===== config.mk =====
export PLATFORM = sky130hd
export DESIGN_NAME = inst_queue
export DESIGN_NICKNAME = d
export VERILOG_FILES = /design/src/rtl/inst_queue.sv
export SDC_FILE = /design/constraint.sdc
export NUM_CORES = 1
export LEC_CHECK = 0
export CORE_MARGIN = 4
export CORE_UTILIZATION = 53
export CTS_CLUSTER_SIZE = 20
export DETAILED_ROUTE_END_ITERATION = 16
export PLACE_DENSITY_LB_ADDON = 0.1
export SYNTH_ARGS = -nofsm -noshare
export SYNTH_HDL_FRONTEND = slang
export SYNTH_SLANG_ARGS = --single-unit

===== constraint.sdc =====
create_clock -name clk -period 12.65 [get_ports clk]
set_clock_uncertainty 0.1 [all_clocks]
set_input_delay 3.795 -clock clk [delete_from_list [all_inputs] [get_ports clk]]
set_output_delay 3.795 -clock clk [all_outputs]
set_load 0.01 [all_outputs]

===== src/rtl/inst_queue.sv =====
// ----------------------------------------------------------------------------
// inst_queue -- in-order packet queue between the IF1 stage and decode.
//
// IF1 hands over one fetch group per cycle (fifo_readygo && fifo_allowin).
// Decode sees the oldest packet on id_*. The outputs are show-ahead:
// id_* are driven combinationally from the head entry, and decode
// consumes the head with id_valid && id_ready.
// fifo_allowin, space_ok and nearly_full come only from the count
// register. IF1 uses them to throttle icache requests.
//
// Ports:
//   clk, rstn          clock; asynchronous active-low reset
//   flush              synchronous clear (backend redirect), highest priority
//   fifo_readygo       IF1 packet valid
//   fifo_allowin       queue not full
//   space_ok           >= 3 free entries
//   nearly_full        exactly 1 or 2 free entries
//   in_*               incoming packet fields
//   id_valid/id_ready  head handshake toward decode
//   id_*               head packet fields (NOP/zero when empty)
//   id_inst1_valid     slot 1 carries a real instruction (!id_pc[2])
//   count              occupancy 0..DEPTH
// ----------------------------------------------------------------------------
`ifndef INST_NOP
`define INST_NOP 32'h03400000
`endif

module inst_queue #(
    parameter int DEPTH     = 8,
    parameter int LOG_DEPTH = 3
) (
    input  logic                 clk,
    input  logic                 rstn,
    input  logic                 flush,
    input  logic                 fifo_readygo,
    output logic                 fifo_allowin,
    output logic                 space_ok,
    output logic                 nearly_full,
    input  logic [31:0]          in_pc,
    input  logic [31:0]          in_pc_next,
    input  logic [1:0]           in_pc_taken,
    input  logic [31:0]          in_inst0,
    input  logic [31:0]          in_inst1,
    input  logic [31:0]          in_badv,
    input  logic [6:0]           in_exception,
    input  logic [1:0]           in_excp_flag,
    output logic                 id_valid,
    input  logic                 id_ready,
    output logic [31:0]          id_pc,
    output logic [31:0]          id_pc_next,
    output logic [1:0]           id_pc_taken,
    output logic [31:0]          id_inst0,
    output logic [31:0]          id_inst1,
    output logic [31:0]          id_badv,
    output logic [6:0]           id_exception,
    output logic [1:0]           id_excp_flag,
    output logic                 id_inst1_valid,
    output logic [LOG_DEPTH:0]   count
);

    // One fetch group is 171 bits.
    typedef struct packed {
        logic [31:0] pc;
        logic [31:0] pc_next;
        logic [1:0]  pc_taken;
        logic [31:0] inst0;
        logic [31:0] inst1;
        logic [31:0] badv;
        logic [6:0]  exception;
        logic [1:0]  excp_flag;
    } entry_t;

    localparam logic [LOG_DEPTH:0] FULL = (LOG_DEPTH+1)'(DEPTH);
    localparam logic [LOG_DEPTH:0] ONE  = (LOG_DEPTH+1)'(1);
    localparam logic [LOG_DEPTH:0] TWO  = (LOG_DEPTH+1)'(2);
    localparam logic [LOG_DEPTH:0] THREE = (LOG_DEPTH+1)'(3);

    entry_t                 mem [DEPTH];
    entry_t                 wdata;
    entry_t                 head;
    logic [LOG_DEPTH-1:0]   wr_ptr, rd_ptr;
    logic [LOG_DEPTH:0]     free;
    logic                   push, pop;

    assign free         = FULL - count;
    // Registered state only. A pop in a full cycle does not admit a push,
    // so there is no combinational path from id_ready to IF1.
    assign fifo_allowin = (count != FULL);
    assign space_ok     = (free >= THREE);
    assign nearly_full  = (free == ONE) || (free == TWO);

    assign id_valid = (count != '0);
    assign push     = fifo_readygo && fifo_allowin;
    assign pop      = id_valid && id_ready;

    assign wdata = '{pc: in_pc, pc_next: in_pc_next, pc_taken: in_pc_taken,
                     inst0: in_inst0, inst1: in_inst1, badv: in_badv,
                     exception: in_exception, excp_flag: in_excp_flag};

    always_ff @(posedge clk or negedge rstn) begin
        if (!rstn) begin
            wr_ptr <= '0;
            rd_ptr <= '0;
            count  <= '0;
        end else if (flush) begin
            wr_ptr <= '0;
            rd_ptr <= '0;
            count  <= '0;
        end else begin
            if (push) wr_ptr <= wr_ptr + 1'b1;
            if (pop)  rd_ptr <= rd_ptr + 1'b1;
            if (push && !pop)      count <= count + 1'b1;
            else if (pop && !push) count <= count - 1'b1;
        end
    end

    // Storage has no reset. Empty-state outputs are forced below.
    always_ff @(posedge clk) begin
        if (push && !flush) mem[wr_ptr] <= wdata;
    end

    assign head = mem[rd_ptr];

    always_comb begin
        id_pc          = '0;
        id_pc_next     = '0;
        id_pc_taken    = '0;
        id_inst0       = `INST_NOP;
        id_inst1       = `INST_NOP;
        id_badv        = '0;
        id_exception   = '0;
        id_excp_flag   = '0;
        id_inst1_valid = 1'b0;
        if (id_valid) begin
            id_pc          = head.pc;
            id_pc_next     = head.pc_next;
            id_pc_taken    = head.pc_taken;
            id_inst0       = head.inst0;
            id_inst1       = head.inst1;
            id_badv        = head.badv;
            id_exception   = head.exception;
            id_excp_flag   = head.excp_flag;
            // A fetch group that starts at pc[2]=1 carries only one instruction.
            id_inst1_valid = !head.pc[2];
        end
    end

    a_count_max: assert property (@(posedge clk) disable iff (!rstn) count <= FULL);
    a_no_pop_empty: assert property (@(posedge clk) disable iff (!rstn)
                                     !(pop && count == '0));

endmodule


==> summary.md, run 1 <==
| Metric | Value |
|---|---|
| Max Transition Viols Final | 0 |
| Hold_buf cts | 0 |
| Status | finished clean |
| Nets@finish | between 2,000 and 3,000 |
| First-pass GRT wire length | between 150 and 200 mm |
| FF-to-FF path depth | 5 |
| RSZ-0062 raised after global routing | false |
| CTS tree | built |
| Placer Congestion | around 0.74 |
| DRC | 0 |
| Floorplan row count | between 100 and 150 |
| Yosys reg bits | between 1,000 and 1,500 |
| Clock Latency Late Sink | around 740 ps |
| WHS Endpoint | wr_ptr[0] |
| Hold path startpoint | wr_ptr[0] |
| RR Endpoint | mem[6][62] |
| Fmax achieved | about 120 MHz |
| Gate Count Post-Synth | 2,252 |
| Cell variety after synth | 41 |
| Die height | approximately 320 µm |
| Congestion Overflow GR | 0 |
| Final clock period utilization by the worst path | 0.648 |
| Antenna violations before repair | 25 |
| Avg Inst Size Synth | 23.4 µm² |
| GRT Total Usage | 0.216 |
| Clock Root Buffer | clkbuf_16 |
| Avg WL per Cell | about 27 µm |
| Layout cell share with drive strength beyond 1 | 0.210 |
| Pre-Repair DR Iteration Count | 5 |
| I/O Pins | 356 |
| Clock Path Buffers | 3 |
| Maxcap violations | 0 |
| Core box area | 0.0986 mm² |
| Min-Delay Path Class | reg -> reg |
| Hold Vio Cnt, Final | 0 |
| Most used DFF post-synth | edfxtp_1 |
| Synth top area cells | edfxtp_1 78%, mux4_2 15%, mux2i_1 3.3% |
| CP Capture Type | primary output |
| Postcts setup bufs | 0 |
| Setup WS post-layout | 4450 ps |
| WP data required | between 8000 and 9000 ps |
| CP Data Arrival Time | between 4000 and 5000 ps |
| Largest net degree at the start of global routing | 167 |
| VDD IR-drop max | around 0.24 mV |
| R2r startpoint | count[3] |
| Headroom to the max-slew limit | 0.201 |
| Setup Viol. Count Final | 0 |
| Critical Path Fanout Max | 100 |
| Yosys warnings | 0 |
| Pre-CTS setup slack | around 4800 ps |
| Die Wd | 323 µm |
| Starting density of the core | 0.535 |
| DR vias | 23,800 |
| Leak | 18.8 nW |
| Nature of the critical path startpoint | register |
| Post-DP HPWL | about 57 mm |
| Vias in the first global route | roughly 26,000 |
| Clk pin slew, worst setup/hold paths | around 60 ps |
| FFs w/ async S/R, synth | 0.00726 |
| H-tree lvl count | 4 |
| Die area | about 0.10 mm² |
| Total wire length | approximately 110 mm |
| Cell area after synthesis | 0.0528 mm² |
| Area leader, netlist | edfxtp_1 |
| Min Tclk post-route | 8200 ps |
| Resize count post-CTS | 0 |
| Clock sink count | about 1,400 |
| Post-route ant nets | 0 |
| Setup TNS | 0 ps |
| Vias/cell | 5.84 |
| Register area share after synthesis | 0.783 |
| Reg2reg setup slack | 8680 ps |
| Slew @ Worst Pin | around 1200 ps |
| Port bufs | 355 |
| Synth top cells by count | 1,368 x edfxtp_1, 342 x mux4_2, 179 x nor2_1, 173 x mux2i_1, 59 x buf_2 |
| Post-Syn Nets | 2,433 |
| TritonCTS Buffers | 140 |
| Worst hold stages | 2 |
| PwrDens | ~200 mW/mm² |
| Top-area cell type share of the netlist area | 0.779 |
| EDFF count, synth | between 1,000 and 1,500 |
| Initial DRC count | between 1,500 and 2,000 |
| Area delta synth->final | 17.3% |
| Most common cell in the synthesized netlist | edfxtp_1 |
| CP Class | reg -> out |
## power by group
group	leakage (nW)	switching (W)	internal [W]
clock	2.12	0.00165	0.00224
sequential	12.5	0.000101	0.00517
combinational	4.22	0.00154	0.00162
total	18.8	0.00329	0.00903
## per-layer routing
metal  up-vias  routed length (µm)  track usage
li1      10300                   -            -
met1     12700               45700        0.293
met2       614               55900        0.356
met3       161                6930       0.0517
met4        18                2380       0.0600
met5         -                 122            0
## logic make-up (layout without fill, tap and decap cells)
group	count (synthesis)	in the layout	synth area share
other cells	0	16	0
fa+ha+maj	5	5	0.00133
flops	1378	1378	0.783
simple gates	210	210	0.0163
buf+inv	125	644	0.0171
xor+xnor	6	6	0.000996
compound gates	13	13	0.00202
mux	515	515	0.179
## sequential cells by signal, summed over array words and instances (netlist names)
register and flops:
rd_ptr 3, count 4, wr_ptr 3, mem 1368
## stage by stage
| step | instances | hold slack (ps) | total power, W | utilization | area (µm²) |
|---|---|---|---|---|---|
| 2_1_floorplan | 2252 | 453 | 0.00734 | - | 52800 |
| 3_3_place_gp | 3810 | 480 | 0.00857 | 0.583 | 57500 |
| 3_5_place_dp | 3810 | 499 | 0.00860 | 0.583 | 57500 |
| 4_1_cts | 4058 | 517 | 0.0125 | 0.628 | 61900 |
| 5_1_grt | 4064 | 560 | 0.0129 | 0.628 | 61900 |
| 6_report | 4074 | 517 | 0.0123 | 0.628 | 61900 |
## layout by cell type (no fill, tap or decap), drive strengths merged, types with 2 or more instances in the layout
master	n
edfxtp	1368
dfrtp	10
clkinvlp	3
nand2	11
nand3	5
mux4	342
a211oi	2
mux2i	173
o211ai	2
clkinv	51
a21oi	3
diode	16
xor2	4
clkdlybuf4s50	355
nand2b	2
and2	2
inv	14
or4b	2
buf	35
clkbuf	178
nor3	3
xnor2	2
bufinv	8
nor2	180
ha	4
## how the worst max path moves through the flow
stage	to	cells past startpoint	start	slack [ps]
6_report	id_inst1_valid	5	rd_ptr[0]	4450
5_1_grt	id_exception[1]	5	rd_ptr[0]	3990
4_1_cts	id_exception[1]	5	rd_ptr[0]	4170
3_5_place_dp	mem[6][74]	6	fifo_readygo	4770
3_3_place_gp	mem[2][159]	6	fifo_readygo	4750
2_1_floorplan	mem[2][0]	4	fifo_readygo	70
## worst max-delay path, stage by stage (launching register included)
cell and delay [ps]:
dfrtp_4 980, buf_12 640, mux4_2 600, mux2i_1 490
and2_1 210, clkdlybuf4s50_1 540
## cell type report
cell class                 instances  area [µm²]
fill                            6675       36700
antenna                           16        40.0
timing repair buffer             390        3950
sequential                      1378       41300
tap                             1287        1610
multi-input combinational        749       10600
clock inverter                    70         638
inverter                           6        22.5
clock buffer                     178        3710
No activity file was read; power rests on OpenSTA's default activity.
==> inputs of run 2 (changes only) <==
==> constraint.sdc (replaced) <==
create_clock -name clk -period 7.19 [get_ports clk]
set_clock_uncertainty 0.1 [all_clocks]
set_input_delay 2.157 -clock clk [delete_from_list [all_inputs] [get_ports clk]]
set_output_delay 2.157 -clock clk [all_outputs]
set_load 0.01 [all_outputs]
==> run 2 against run 1 <==
First-iteration DRC count increased by 2.4%. Sequential power increased by 75%. Critical endpoint unchanged. Largest cell class unchanged. Combinational power increased by 80%. Worst hold slack got worse by 9.8 ps. Global-route usage increased by 0.22 points. Final cell count increased by 0.54%. Core utilization increased by 0.47 points. Register-to-register slack got worse by 4700 ps.
==> summary.md, run 2 (same netlist as run 1, synthesis figures left out) <==
| Metric | Value |
|---|---|
| Status | finished clean |
| WP data required | ~5000 ps |
| Layout cell share with drive strength beyond 1 | 0.215 |
| Antenna violations before repair | 17 |
| Clock power frac | 0.316 |
| Clk pin slew, worst setup/hold paths | approximately 60 ps |
| Starting density of the core | 0.535 |
| VDD IR-drop max | approximately 0.47 mV |
| Slew @ Worst Pin | between 1000 and 1500 ps |
| Area delta synth->final | 18.2% |
| Number of flip-flops in the largest register | ~1,400 |
| PwrDens | around 350 mW/mm² |
| Avg WL per Cell | 27.2 µm |
| Die height | between 300 and 400 µm |
| I/O Pins | ~360 |
| Floorplan row count | about 120 |
| CP Data Arrival Time | approximately 3800 ps |
| Port bufs | 355 |
| Core box area | just under 0.1 mm² |
| RSZ-0062 raised after global routing | false |
| CP Class | reg -> out |
| Setup Viol. Count Final | 0 |
| Setup TNS | 0 ps |
| CTS tree | built |
| H-tree lvl count | 4 |
| Final core occ | 0.633 |
| Hold_buf cts | 0 |
| Resize count post-CTS | 0 |
| Die area | around 0.10 mm² |
| Critical Path Fanout Max | 53 |
| Final clock period utilization by the worst path | 0.838 |
| Fmax achieved | about 170 MHz |
| Post-route ant nets | 0 |
| TritonCTS Buffers | 142 |
| Min-Delay Path Class | reg -> reg |
| Most common cell after layout, fill and taps aside | edfxtp_1 |
| Register share of total power | 0.423 |
| Clock Path Buffers | 3 |
| Gate power share | 0.260 |
| Vias in the first global route | ~26,000 |
| Die Wd | approximately 320 µm |
| Maxcap violations | 0 |
| Vias/cell | 5.86 |
| Placer Congestion | about 0.74 |
| Clock sink count | roughly 1,400 |
| First-pass GRT wire length | ~170 mm |
| Switching Share | 0.268 |
| Max Transition Viols Final | 0 |
| Headroom to the max-slew limit | 0.287 |
| Min Tclk post-route | roughly 6000 ps |
| Pre-Repair DR Iteration Count | 5 |
| DR vias | 24,000 |
| GRT Total Usage | 0.218 |
| Reg with most FFs | mem |
| Congestion Overflow GR | 0 |
| Initial DRC count | between 1,500 and 2,000 |
| DRC | 0 |
| Clock Latency Late Sink | between 700 and 800 ps |
| P_int | around 0.016 W |
| CP Capture Type | primary output |
| Postcts setup bufs | 0 |
| Psw | about 0.0059 W |
| Nets@finish | 2,869 |
| Regs by FF count | mem: 1368 flops, count: 4 flops |
| Post-DP HPWL | approximately 60 mm |
| Total wire length | roughly 110 mm |
| Hold Vio Cnt, Final | 0 |
| Non-Filler Instances | 4,096 |
| Largest net degree at the start of global routing | 87 |
| Most frequent cells in the layout | 1,368 x edfxtp_1, 355 x clkdlybuf4s50_1, 342 x mux4_2 |
| Leak | 19.0 nW |
| Nature of the critical path startpoint | register |
| Clock Root Buffer | clkbuf_16 |
| Dpl cells | roughly 3,800 |
run 2: cell types whose count changed in the layout (fill, tap and decap cells not counted), moves of 3 or more:
cell       change
clkbuf_1       -8
clkbuf_8       -4
buf_12        +21
clkbuf_16      +3
clkinv_1      +13
run 2: stage by stage:
stage | setup WS (ps) | cell area (µm²) | power [W] | hold slack, ps
final | 1160 | 62400 | 0.0219 | 507
after global routing | 895 | 62300 | 0.0229 | 565
after CTS | 992 | 62300 | 0.0222 | 515
after detailed placement | 1810 | 57900 | 0.0152 | 496
after global placement | 1850 | 57900 | 0.0152 | 478
after floorplan | -699 | 52800 | 0.0129 | 453
run 2: worst paths after layout:
kind / cells after the start / from / end / slack (ps)
hold reg to reg: 2 / wr_ptr[0] / wr_ptr[0] / 510
hold / removal: 2 / wr_ptr[0] / wr_ptr[0] / 510
setup reg to reg: 4 / count[3] / mem[3][57] / 3970
setup / recovery: 5 / rd_ptr[0] / id_inst1_valid / 1160
min in group asynchronous: 1 / rstn / count[2] / 1670
max in group asynchronous: 1 / rstn / rd_ptr[1] / 4940
run 2: metal layers:
metal | up-vias | share of wire | GRT usage
li1 | 10400 | - | -
met1 | 12800 | 0.42 | 0.301
met5 | - | 0.00050 | 0
met4 | 8 | 0.021 | 0.0607
met2 | 635 | 0.50 | 0.360
met3 | 141 | 0.057 | 0.0454
run 2: critical path, cell delays in order, from the launching register on:
cell	delay [ps]
dfrtp_4	820
buf_12	450
mux4_2	560
mux2i_1	440
and2_1	200
clkdlybuf4s50_1	530
run 2: cell type report:
type | count | area [µm²]
fillers | 6572 | 36200
flip-flops and latches | 1378 | 41300
clock buffers | 169 | 3700
repair buffers | 411 | 4370
multi-input cells | 749 | 10600
diodes | 15 | 37.5
clock inverters | 81 | 692
well taps | 1287 | 1610
inverters | 6 | 25.0
run 2: power by group through the flow:
| stage | clock network, W | registers [W] | logic [W] |
|---|---|---|---|
| after global placement | 0 | 0.00941 | 0.00579 |
| after CTS | 0.00708 | 0.00926 | 0.00584 |
| final | 0.00692 | 0.00926 | 0.00568 |
| after detailed placement | 0 | 0.00943 | 0.00581 |
| after floorplan | 0 | 0.00935 | 0.00354 |
| after global routing | 0.00745 | 0.00928 | 0.00612 |
